==> src/rtl/spi_dac_driver_pkg.sv <==
// Shared constants, FSM encoding and frame-building helper for the Pmod DA2 SPI driver.
package spi_dac_driver_pkg;

    localparam int         DAC_FRAME_BITS = 16;
    localparam logic [3:0] DAC_CTRL_BITS  = 4'b0000;
    localparam int         SAMPLE_WIDTH   = 12;

    typedef enum logic [1:0] {
        ST_IDLE  = 2'd0,
        ST_SHIFT = 2'd1,
        ST_GAP   = 2'd2
    } state_e;

    // Two's complement input becomes offset binary by flipping the sign bit.
    function automatic logic [DAC_FRAME_BITS-1:0] make_frame(
        input logic [SAMPLE_WIDTH-1:0] sample,
        input logic                    signed_in
    );
        return {DAC_CTRL_BITS, sample[SAMPLE_WIDTH-1] ^ signed_in, sample[SAMPLE_WIDTH-2:0]};
    endfunction

endpackage

==> src/rtl/spi_dac_driver_if.sv <==
// Sample input and DAC-side output bundle of the SPI DAC driver.
interface spi_dac_driver_if;
    import spi_dac_driver_pkg::*;

    logic [SAMPLE_WIDTH-1:0] sample_data;
    logic                    sample_valid;
    logic                    dac_sclk;
    logic                    dac_sync_n;
    logic                    dac_din;
    logic                    busy;
    logic                    overrun;

    modport master (
        output sample_data, sample_valid,
        input  dac_sclk, dac_sync_n, dac_din, busy, overrun
    );

    modport slave (
        input  sample_data, sample_valid,
        output dac_sclk, dac_sync_n, dac_din, busy, overrun
    );

endinterface

==> src/rtl/spi_dac_driver_sclk_divider.sv <==
// Bit-period divider: registered SCLK level plus a tick on the last clk of each bit period.
module sclk_divider #(
    parameter int CLK_DIV = 4
) (
    input  logic clk,
    input  logic rst,
    input  logic clear_i,
    input  logic run_i,
    output logic sclk_level_o,
    output logic bit_tick_o
);

    localparam int            CW   = $clog2(CLK_DIV);
    localparam logic [CW-1:0] HALF = CW'(CLK_DIV / 2);
    localparam logic [CW-1:0] LAST = CW'(CLK_DIV - 1);

    logic [CW-1:0] div_cnt_q, div_cnt_d;
    logic          sclk_q, sclk_d;

    // SCLK is registered from the next count so it lines up with div_cnt.
    always_comb begin
        div_cnt_d = '0;
        if (run_i && !clear_i) begin
            div_cnt_d = (div_cnt_q == LAST) ? '0 : div_cnt_q + 1'b1;
        end
        sclk_d = run_i ? (div_cnt_d < HALF) : 1'b1;
    end

    always_ff @(posedge clk) begin
        if (rst) begin
            div_cnt_q <= '0;
            sclk_q    <= 1'b1;
        end else begin
            div_cnt_q <= div_cnt_d;
            sclk_q    <= sclk_d;
        end
    end

    assign sclk_level_o = sclk_q;
    assign bit_tick_o   = (div_cnt_q == LAST);

endmodule

==> src/rtl/spi_dac_driver.sv <==
// Serialises 12-bit samples into 16-bit SPI frames for a DAC121S101, with a one-deep holding register.
module spi_dac_driver
    import spi_dac_driver_pkg::*;
#(
    parameter int CLK_DIV     = 4,
    parameter int IDLE_CYCLES = 2,
    parameter bit SIGNED_IN   = 1'b1
) (
    input logic               clk,
    input logic               rst,
    spi_dac_driver_if.slave   dac_bus
);

    localparam int                GW       = (IDLE_CYCLES > 1) ? $clog2(IDLE_CYCLES) : 1;
    localparam logic [GW-1:0]     GAP_LAST = GW'(IDLE_CYCLES - 1);
    localparam logic [3:0]        BIT_LAST = 4'(DAC_FRAME_BITS - 1);

    state_e                    state_q, state_d;
    logic [DAC_FRAME_BITS-1:0] shift_q, shift_d;
    logic [3:0]                bit_cnt_q, bit_cnt_d;
    logic [GW-1:0]             gap_cnt_q, gap_cnt_d;
    logic [SAMPLE_WIDTH-1:0]   pend_data_q, pend_data_d;
    logic                      pend_full_q, pend_full_d;
    logic                      sync_n_q, sync_n_d;
    logic                      busy_q, busy_d;
    logic                      overrun_q, overrun_d;
    logic                      load, bypass, bit_tick, sclk_level;

    sclk_divider #(.CLK_DIV(CLK_DIV)) u_div (
        .clk          (clk),
        .rst          (rst),
        .clear_i      (load),
        .run_i        (state_d == ST_SHIFT),
        .sclk_level_o (sclk_level),
        .bit_tick_o   (bit_tick)
    );

    always_comb begin
        state_d     = state_q;
        shift_d     = shift_q;
        bit_cnt_d   = bit_cnt_q;
        gap_cnt_d   = gap_cnt_q;
        pend_data_d = pend_data_q;
        pend_full_d = pend_full_q;
        sync_n_d    = 1'b1;
        overrun_d   = 1'b0;
        load        = 1'b0;
        bypass      = 1'b0;

        case (state_q)
            ST_IDLE: begin
                if (pend_full_q || dac_bus.sample_valid) begin
                    load   = 1'b1;
                    bypass = !pend_full_q;
                end
            end
            ST_SHIFT: begin
                sync_n_d = 1'b0;
                if (bit_tick) begin
                    if (bit_cnt_q == BIT_LAST) begin
                        state_d   = ST_GAP;
                        gap_cnt_d = '0;
                        sync_n_d  = 1'b1;
                        shift_d   = '0;
                    end else begin
                        shift_d   = {shift_q[DAC_FRAME_BITS-2:0], 1'b0};
                        bit_cnt_d = bit_cnt_q + 4'd1;
                    end
                end
            end
            ST_GAP: begin
                if (gap_cnt_q == GAP_LAST) begin
                    if (pend_full_q) begin
                        load = 1'b1;
                    end else begin
                        state_d = ST_IDLE;
                    end
                end else begin
                    gap_cnt_d = gap_cnt_q + 1'b1;
                end
            end
            default: state_d = ST_IDLE;
        endcase

        if (load) begin
            shift_d     = make_frame(bypass ? dac_bus.sample_data : pend_data_q, SIGNED_IN);
            bit_cnt_d   = '0;
            sync_n_d    = 1'b0;
            state_d     = ST_SHIFT;
            pend_full_d = 1'b0;
        end

        // A sample arriving while the register is being drained simply refills it.
        if (dac_bus.sample_valid && !bypass) begin
            pend_data_d = dac_bus.sample_data;
            pend_full_d = 1'b1;
            overrun_d   = pend_full_q && !load;
        end

        busy_d = (state_d != ST_IDLE);
    end

    always_ff @(posedge clk) begin
        if (rst) begin
            state_q     <= ST_IDLE;
            shift_q     <= '0;
            bit_cnt_q   <= '0;
            gap_cnt_q   <= '0;
            pend_data_q <= '0;
            pend_full_q <= 1'b0;
            sync_n_q    <= 1'b1;
            busy_q      <= 1'b0;
            overrun_q   <= 1'b0;
        end else begin
            state_q     <= state_d;
            shift_q     <= shift_d;
            bit_cnt_q   <= bit_cnt_d;
            gap_cnt_q   <= gap_cnt_d;
            pend_data_q <= pend_data_d;
            pend_full_q <= pend_full_d;
            sync_n_q    <= sync_n_d;
            busy_q      <= busy_d;
            overrun_q   <= overrun_d;
        end
    end

    assign dac_bus.dac_sclk   = sclk_level;
    assign dac_bus.dac_sync_n = sync_n_q;
    assign dac_bus.dac_din    = shift_q[DAC_FRAME_BITS-1];
    assign dac_bus.busy       = busy_q;
    assign dac_bus.overrun    = overrun_q;

endmodule

==> src/flat_wrapper.sv <==
// flat-port wrapper written by rule: the top's interface ports become plain ports
module spi_dac_driver_flat import spi_dac_driver_pkg::*;
#(
    parameter int CLK_DIV     = 4,
    parameter int IDLE_CYCLES = 2,
    parameter bit SIGNED_IN   = 1'b1
)
  (clk, rst, dac_bus_sample_data, dac_bus_sample_valid, dac_bus_dac_sclk, dac_bus_dac_sync_n, dac_bus_dac_din, dac_bus_busy, dac_bus_overrun);
  spi_dac_driver_if dac_bus_i ();
  input logic clk;
  input logic rst;
  input wire logic [$bits(dac_bus_i.sample_data)-1:0] dac_bus_sample_data;
  input wire logic [$bits(dac_bus_i.sample_valid)-1:0] dac_bus_sample_valid;
  output wire logic [$bits(dac_bus_i.dac_sclk)-1:0] dac_bus_dac_sclk;
  output wire logic [$bits(dac_bus_i.dac_sync_n)-1:0] dac_bus_dac_sync_n;
  output wire logic [$bits(dac_bus_i.dac_din)-1:0] dac_bus_dac_din;
  output wire logic [$bits(dac_bus_i.busy)-1:0] dac_bus_busy;
  output wire logic [$bits(dac_bus_i.overrun)-1:0] dac_bus_overrun;
  assign dac_bus_i.sample_data = dac_bus_sample_data;
  assign dac_bus_i.sample_valid = dac_bus_sample_valid;
  assign dac_bus_dac_sclk = dac_bus_i.dac_sclk;
  assign dac_bus_dac_sync_n = dac_bus_i.dac_sync_n;
  assign dac_bus_dac_din = dac_bus_i.dac_din;
  assign dac_bus_busy = dac_bus_i.busy;
  assign dac_bus_overrun = dac_bus_i.overrun;
  spi_dac_driver #(.CLK_DIV(CLK_DIV), .IDLE_CYCLES(IDLE_CYCLES), .SIGNED_IN(SIGNED_IN)) u_core (.clk(clk), .rst(rst), .dac_bus(dac_bus_i));
endmodule
==> config.mk <==
export PLATFORM = sky130hd
export DESIGN_NAME = spi_dac_driver_flat
export DESIGN_NICKNAME = d
export VERILOG_FILES = /design/src/rtl/spi_dac_driver_pkg.sv /design/src/rtl/spi_dac_driver_if.sv /design/src/rtl/spi_dac_driver_sclk_divider.sv /design/src/rtl/spi_dac_driver.sv /design/src/flat_wrapper.sv
export SDC_FILE = /design/constraint.sdc
export NUM_CORES = 1
export LEC_CHECK = 0
export CORE_ASPECT_RATIO = 1.75
export CORE_UTILIZATION = 54
export DETAILED_ROUTE_END_ITERATION = 8
export MAX_ROUTING_LAYER = met4
export PLACE_DENSITY = 0.85
export SLEW_MARGIN = 30
export SYNTH_ARGS = -nofsm -noshare
export SYNTH_HDL_FRONTEND = slang
export SYNTH_HIERARCHICAL = 1
export SYNTH_SLANG_ARGS = --single-unit
==> constraint.sdc <==
create_clock -name clk -period 2 [get_ports clk]
set_clock_uncertainty 0.15 [all_clocks]
set_input_delay 0.6 -clock clk [delete_from_list [all_inputs] [get_ports clk]]
set_output_delay 0.6 -clock clk [all_outputs]
set_load 0.05 [all_outputs]
==> impl_metrics.toml, run 1 <==
[drt]
ant_nets = 0
via_per_inst = 5.56
via_count = 1412
routed-wl-met3_um = 107
wl_mm = 3.80
wl_met1_mm = 1.53
route.met2.wl_mm = 2.13
top_layer = "met4"
post-route-drc-count = 0
drt-initial-drc-count = 31
wire_per_inst_um = 14.9
drt-pass1-iter-count = 5

[synthesis]
syn_inst = 184
ys_seq_area_share_pct = 48.3
synth_area_leaders = "dfxtp_1 (48%), nand2_1 (6.5%), a221o_1 (6.3%), mux2i_1 (5.8%), a21oi_1 (4.6%)"
yosysTopAreaCell = "dfxtp_1"
yosysWarnings = 6
ys_types = 34
netlist_area_um2 = 1740
yosysTopAreaCellShare_pct = 48.3
syn_area_per_cell_um2 = 9.45
synth_nets = 201
synth-seq-cells = 42

[layout]
num_antenna_cells = 0
layout_common_cells = "dfxtp_1 (41), nand2_1 (30), a21oi_1 (16), nor3_1 (14)"
layout_commonest_cell = "dfxtp_1"
n_fill_cell = 228
layout.nets = 228
multi_input_area_um2 = 847
drive_above_1_share_pct = 17.5
stdcell_area_um2 = 2170
stdcell_count = 254
area_growth_pct = 24.7
regArea_um2 = 842
fin_util_pct = 72.4

[power_and_ir_drop]
pwr_density_cell_nw_per_um2 = 812
p_total_uw = 1760
p_leak_uw = 0.000835
ir_drop_mv = 0.592

[clock_network]
clockBufferDepth = 2
cts_hold_buf = 0
cts_sinks = 42
cts_max_level = 2
clock-root-buffer = "clkbuf_8"
cts.clk_slew.worst_paths_ns = 0.09
cts_tree = "built"
clk_latency_ns = 0.30
cts_buffers = 5

[worst_setup_path]
critical_path_arrival_ns = 2.07
worstSetupStartpointType = "input pin"
r2r_start = "u_core/pend_full_q"
r2r_setup_slack_ns = 0.05
required_ns = 2.10
reg2regPathDepth = 5
crit_fanout = 8
r2r_end = "u_core/shift_q[11]"
end_kind = "flip-flop"
path_class = "input pin to flip-flop"

[floorplan]
die_x_um = 44.9
die_h_um = 77.1
rows = 26
coreArea_um2 = 2990
dieArea_um2 = 3460
initial_core_util_pct = 58.1
io_pins = 20

[place]
placed_area_um2 = 2020
dpl.cell_count = 244
place.gp.congestion = 0.766
io_buffers = 19
hpwl_mm = 2.67

[worst_hold_path]
hold_depth = 1
worstHoldStart = "u_core/u_div/div_cnt_q[0]"
worstHoldEndpoint = "u_core/u_div/div_cnt_q[0]"
hp-class = "flip-flop to flip-flop"

[timing]
layout_min_cycle_time_ns = 1.97
holdWs_ns = 0.309
tightest_slew_ns = 0.634
rsz0062_at_grt = "false"
period_share_pct = 98.7
hold_viol = 0
max_freq_mhz = 506
setup-violations-final = 0
final_max_slew_viol_count = 0
slew_headroom_pct = 57.5

[run]
maxCapViolations = 0

[global_routing]
track_usage_pct = 25.3
grt_max_degree = 28
grt_pass1_wl_mm = 6.32
grt_antenna_before_repair = 0
overflow = 0
first_global_vias = 1478

[status]
outcome = "finished clean"
==> per-stage QoR <==
step	worst slack, ns	setup TNS (ns)
5_1_grt	0.00577	0
3_3_place_gp	-0.468	-11.03
3_5_place_dp	-0.551	-13.21
6_report	0.0252	0
2_1_floorplan	0.129	0
4_1_cts	0.0459	0
==> registers in the layout, summed over array words and instances, names as in the netlist <==
name,flops
u_core/shift_q,16
u_core/pend_data_q,12
u_core/bit_cnt_q,4
u_core/state_q,2
u_core/u_div/div_cnt_q,2
u_core/dac_bus.busy,1
u_core/dac_bus.dac_sync_n,1
u_core/dac_bus.overrun,1
u_core/gap_cnt_q,1
u_core/pend_full_q,1
u_core/u_div/sclk_level_o,1
==> critical path, cell delays in order <==
cell and delay [ns]:
dlygate4sd2_1 0.23, nor4b_4 0.38, buf_12 0.19, nor2b_1 0.06, a2111oi_1 0.45, a221o_1 0.17
==> cells by family after synthesis <==
group	synth area share [%]
AO/OA/AOI/OAI	17.3
XOR/XNOR	1.01
adder cells (fa/ha/maj)	1.44
buffers and inverters	4.10
flip-flops	48.3
multiplexers	5.76
AND/OR/NAND/NOR	22.0
==> how the worst max path moves through the flow <==
stage / startpoint / end / depth (start not counted)
after global placement: dac_bus_sample_valid / u_core/shift_q[2] / 5
after detailed placement: dac_bus_sample_valid / u_core/shift_q[5] / 5
final: dac_bus_sample_valid / u_core/shift_q[11] / 6
after floorplan: dac_bus_sample_valid / u_core/shift_q[6] / 5
after CTS: dac_bus_sample_valid / u_core/shift_q[6] / 6
after global routing: dac_bus_sample_valid / u_core/shift_q[11] / 6
==> power by group <==
group | internal [µW] | switching, µW | leakage (µW) | total, µW
clock network | 252 | 313 | 0.0000447 | 565
registers | 882 | 32.1 | 0.000344 | 914
logic | 140 | 142 | 0.000447 | 281
==> routing by layer <==
metal / global-route usage (%) / vias up
li1: - / 706
met1: 26.0 / 670
met2: 44.9 / 32
met3: 4.24 / 4
met4: 10.9 / 0
met5: - / -
==> final cells by class <==
type | count | share of cell area [%]
well taps | 42 | 2.42
multi-input cells | 128 | 39.1
inverters | 3 | 0.519
flip-flops and latches | 42 | 38.8
repair buffers | 31 | 14.8
clock inverters | 3 | 1.15
clock buffers | 5 | 3.17
==> cell usage after synthesis <==
master     number
nor3_1         15
a22oi_1         4
a2111oi_0       1
inv_1           3
and2_1          1
nor4b_4         1
and2_2          1
a31oi_4         1
nand2b_1        2
nor2_1         12
mux2i_1        10
nand2b_2        1
buf_4           2
clkbuf_1        5
ha_1            2
nand3b_1        1
a21o_1          1
buf_2           3
and3b_1         1
buf_6           1
a211o_1         1
nand3_1         1
and3_1          1
nand2_1        30
dfxtp_1        42
nor2b_1         3
xnor2_1         2
a21oi_1        16
a211oi_1        2
a311o_1         1
nor3b_2         3
o21ai_0         2
and2b_1         1
a221o_1        11
==> repair_timing <==
action                                  CTS  global route
endpoints found under the setup margin   25             3
endpoints found under the hold margin     0             0
resized for setup                         5             4
gates cloned                              1             0
pin swaps                                 0             0
buffers inserted                          1             0
No activity file was read; power rests on OpenSTA's default activity.
==> run 2: changes to the inputs <==
--- a/config.mk
+++ b/config.mk
@@ -8,7 +8,6 @@
 export CORE_ASPECT_RATIO = 1.75
 export CORE_UTILIZATION = 54
 export DETAILED_ROUTE_END_ITERATION = 8
-export MAX_ROUTING_LAYER = met4
 export PLACE_DENSITY = 0.85
 export SLEW_MARGIN = 30
 export SYNTH_ARGS = -nofsm -noshare
==> constraint.sdc (replaced) <==
create_clock -name clk -period 2.2 [get_ports clk]
set_clock_uncertainty 0.15 [all_clocks]
set_input_delay 0.66 -clock clk [delete_from_list [all_inputs] [get_ports clk]]
set_output_delay 0.66 -clock clk [all_outputs]
set_load 0.05 [all_outputs]
==> impl_metrics.toml, run 2 (synthesis gave the netlist of run 1 again) <==
[status]
outcome = "finished clean"

[global_routing]
grt_pass1_wl_mm = 6.06
track_usage_pct = 23.7
grt_antenna_before_repair = 0
grt_max_degree = 28
first_global_vias = 1409
overflow = 0

[power_and_ir_drop]
internal_power_uw = 1290
p_leak_uw = 0.000850
ir_drop_mv = 0.571
p_switching_uw = 405
p_total_uw = 1700
clock_power_share_pct = 35.6
power_frac_seq_pct = 49.0
power.combinational.fraction_pct = 15.3
pwr_density_cell_nw_per_um2 = 779
switching_share_pct = 23.8

[layout]
drive_above_1_share_pct = 16.7
stdcell_area_um2 = 2180
layout.nets = 227
largest-register = "u_core/shift_q"
num_antenna_cells = 0
layout_commonest_cell = "dfxtp_1"
stdcell_count = 252
layout_common_cells = "dfxtp_1 (42), nand2_1 (30), a21oi_1 (16), nor3_1 (14), clkdlybuf4s50_1 (13)"
area_growth_pct = 25.5
top_regs = "u_core/shift_q: 16 flops, u_core/pend_data_q: 12 flops, u_core/bit_cnt_q: 4 flops"
largest_register_ffs = 16
fin_util_pct = 72.9

[clock_network]
cts_tree = "built"
cts_sinks = 42
cts.clk_slew.worst_paths_ns = 0.07
cts_buffers = 5
cts_max_level = 2
clockBufferDepth = 2
clk_latency_ns = 0.29
clock-root-buffer = "clkbuf_8"

[drt]
route.met2.wl_mm = 2.09
drt-pass1-iter-count = 4
drt-initial-drc-count = 36
wire_per_inst_um = 15.2
ant_nets = 0
via_count = 1467
routed-wl-met3_um = 165
top_layer = "met4"
wl_mm = 3.82
wl_met1_mm = 1.48
via_per_inst = 5.82
post-route-drc-count = 0

[timing]
layout_min_cycle_time_ns = 2.00
final_max_slew_viol_count = 0
rsz0062_at_grt = "false"
holdWs_ns = 0.300
max_freq_mhz = 499
slew_headroom_pct = 57.6
setup-violations-final = 0
tightest_slew_ns = 0.633
hold_viol = 0
period_share_pct = 91.1

[place]
placed_area_um2 = 2010
hpwl_mm = 2.52
place.gp.congestion = 0.775
io_buffers = 19
dpl.cell_count = 242

[worst_hold_path]
hp-class = "flip-flop to flip-flop"

[floorplan]
initial_core_util_pct = 58.1
dieArea_um2 = 3460
die_h_um = 77.1
rows = 26
coreArea_um2 = 2990
io_pins = 20
die_x_um = 44.9

[worst_setup_path]
end_kind = "flip-flop"
crit_fanout = 11
critPathSlowestCell = "clkdlybuf4s50_1"
worstPathCellList = "clkdlybuf4s50_1 -> a311o_1 -> nor2_2 -> a221o_1"
required_ns = 2.28
max_stage_delay_ns = 0.49
critical_path_arrival_ns = 2.09
path_class = "input pin to flip-flop"
worstSetupStartpointType = "input pin"

[run]
maxCapViolations = 0
## run 2: stage by stage
stage                     setup TNS [ns]  worst slack [ns]
after global routing                   0             0.145
after global placement             -6.51            -0.321
after CTS                        -0.0105           -0.0104
after floorplan                        0             0.269
final                                  0             0.197
after detailed placement           -8.89            -0.426
## run 2: area by class of cell
type | instances | area (µm²)
clock buffers | 6 | 82.6
repair buffers | 30 | 318
inverters | 3 | 11.3
multi-input cells | 128 | 847
fillers | 221 | 811
clock inverters | 1 | 30.0
flip-flops and latches | 42 | 841
well taps | 42 | 52.6
## run 2: repair_timing
item | 4_1_cts | 5_1_grt
gates cloned | 0 | 1
hold buffers | 0 | 0
endpoints found under the setup margin | 13 | 24
resized for setup | 1 | 5
buffers inserted | 0 | 2
## run 2: path summary, 6_finish.rpt
check / startpoint / to / slack (ns) / depth (start not counted)
max: rst / u_core/shift_q[8] / 0.20 / 4
min: u_core/u_div/div_cnt_q[0] / u_core/u_div/div_cnt_q[0] / 0.30 / 1
max reg2reg: u_core/pend_full_q / u_core/shift_q[5] / 0.21 / 5
min reg2reg: u_core/u_div/div_cnt_q[0] / u_core/u_div/div_cnt_q[0] / 0.30 / 1
## run 2: power by group through the flow
stage	registers [µW]	clock network [µW]	logic (µW)
finish	833	606	261
global route	837	648	279
CTS	831	620	237
detailed placement	847	0	236
global placement	844	0	226
floorplan	858	0	135
## run 2: layer usage
layer,GRT usage (%),vias up
met5,0,-
met4,12.1,0
met3,7.06,10
met2,39.1,53
met1,26.4,697
li1,-,707
## run 2: worst max-delay path, delay by kind of cell
kind            cells  cell delay, ns
compound gates      2            0.59
buf+inv             1            0.49
simple gates        1            0.35
==> run 3: changes to the inputs <==
--- a/config.mk
+++ b/config.mk
@@ -9,6 +9,7 @@
 export CORE_UTILIZATION = 54
 export DETAILED_ROUTE_END_ITERATION = 8
 export PLACE_DENSITY = 0.85
+export SETUP_SLACK_MARGIN = 0.3
 export SLEW_MARGIN = 30
 export SYNTH_ARGS = -nofsm -noshare
 export SYNTH_HDL_FRONTEND = slang
==> impl_metrics.toml, run 3 (synthesis gave the netlist of run 1 again) <==
[layout]
fin_util_pct = 73.8
num_antenna_cells = 0
multi_input_area_um2 = 866
layout_common_cells = "dfxtp_1 (39), nand2_1 (30), a21oi_1 (16), nor3_1 (14), buf_4 (13)"
largest-register = "u_core/shift_q"
drive_above_1_share_pct = 19.6
area_growth_pct = 27.0
layout.nets = 230
n_fill_cell = 221
largest_register_ffs = 16
top_regs = "u_core/shift_q: 16 flops, u_core/pend_data_q: 12 flops, u_core/bit_cnt_q: 4 flops"
regArea_um2 = 850
layout_commonest_cell = "dfxtp_1"

[worst_setup_path]
required_ns = 2.23
end_kind = "flip-flop"
critPathSlowestCell = "nor4b_4"
critical_path_arrival_ns = 1.95
crit_fanout = 6
worstSetupStartpointType = "flip-flop"
max_stage_delay_ns = 0.48
path_class = "flip-flop to flip-flop"
worstPathCellList = "nor4b_4 -> buf_12 -> mux2i_1 -> nor3_1 -> a221o_1"

[clock_network]
clk_latency_ns = 0.30
cts.clk_slew.worst_paths_ns = 0.08
clockBufferDepth = 2
cts_tree = "built"
cts_buffers = 5
cts_sinks = 42
clock-root-buffer = "clkbuf_8"
cts_hold_buf = 0
cts_max_level = 2

[drt]
wl_mm = 4.06
drt-pass1-iter-count = 4
via_count = 1460
via_per_inst = 5.70
post-route-drc-count = 0
drt-initial-drc-count = 46
wire_per_inst_um = 15.9
ant_nets = 0

[power_and_ir_drop]
pwr_density_cell_nw_per_um2 = 726
p_leak_uw = 0.000853
ir_drop_mv = 0.594

[timing]
period_share_pct = 87.2
final_max_slew_viol_count = 0
layout_min_cycle_time_ns = 1.92
setup-violations-final = 0
worst_slack_ns = 0.282
slew_headroom_pct = 40.6
max_freq_mhz = 521
tightest_slew_ns = 0.889
rsz0062_at_grt = "true"
hold_viol = 0
holdWs_ns = 0.307

[run]
maxCapViolations = 0

[floorplan]
die_h_um = 77.1
rows = 26
dieArea_um2 = 3460
io_pins = 20
die_x_um = 44.9
coreArea_um2 = 2990
initial_core_util_pct = 58.1

[worst_hold_path]
hp-class = "flip-flop to flip-flop"

[place]
io_buffers = 19
pre_cts_slack_ns = -0.423
hpwl_mm = 2.57
place.gp.congestion = 0.774

[global_routing]
grt_pass1_wl_mm = 6.68
track_usage_pct = 26.1
grt_antenna_before_repair = 0
first_global_vias = 1486
grt_max_degree = 28
overflow = 0

[status]
outcome = "finished clean"
-- run 3: area by class of cell --
class / instances / share of cell area [%]
well taps: 42 / 2.38
clock buffers: 7 / 3.91
flip-flops and latches: 42 / 38.5
repair buffers: 32 / 15.3
multi-input cells: 129 / 39.2
clock inverters: 1 / 0.227
inverters: 3 / 0.510
-- run 3: critical path: cells and delay by family (launching register included) --
kind	cells	cell delay (ns)
multiplexers	1	0.24
buffers and inverters	1	0.19
AO/OA/AOI/OAI	1	0.28
AND/OR/NAND/NOR	2	0.57
flip-flops	1	0.36
-- run 3: repair_timing --
action / in CTS / in global routing
buffers inserted: 2 / 1
endpoints found under the setup margin: 30 / 25
gates cloned: 1 / 1
gates resized for setup: 15 / 7
pin swaps: 3 / 5
-- run 3: metrics by stage --
stage,instances,TNS (ns),total power (µW),area (µm²)
2_1_floorplan,184,0,993,1740
3_3_place_gp,243,-6.39,1070,2010
3_5_place_dp,243,-8.63,1080,2010
4_1_cts,254,0,1600,2180
5_1_grt,256,0,1670,2210
6_report,256,0,1600,2210
-- run 3: final timing paths --
check | startpoint | to | cells after the start | slack (ns)
max | u_core/state_q[1] | u_core/shift_q[1] | 5 | 0.28
min | u_core/pend_data_q[11] | u_core/pend_data_q[11] | 2 | 0.31
max reg2reg | u_core/state_q[1] | u_core/shift_q[1] | 5 | 0.28
min reg2reg | u_core/pend_data_q[11] | u_core/pend_data_q[11] | 2 | 0.31
-- run 3: layer usage --
layer | track usage (%) | routed length, µm | share of wire, %
met1 | 28.9 | 1530 | 38
met2 | 45.6 | 2320 | 57
met3 | 6.12 | 134 | 3.3
met5 | 0 | 0 | 0
met4 | 10.6 | 74 | 1.8
-- run 3: power breakdown --
group	switching, µW	total, µW	internal [µW]
Clock	251	504	253
Combinational	136	270	133
Sequential	27.5	829	802
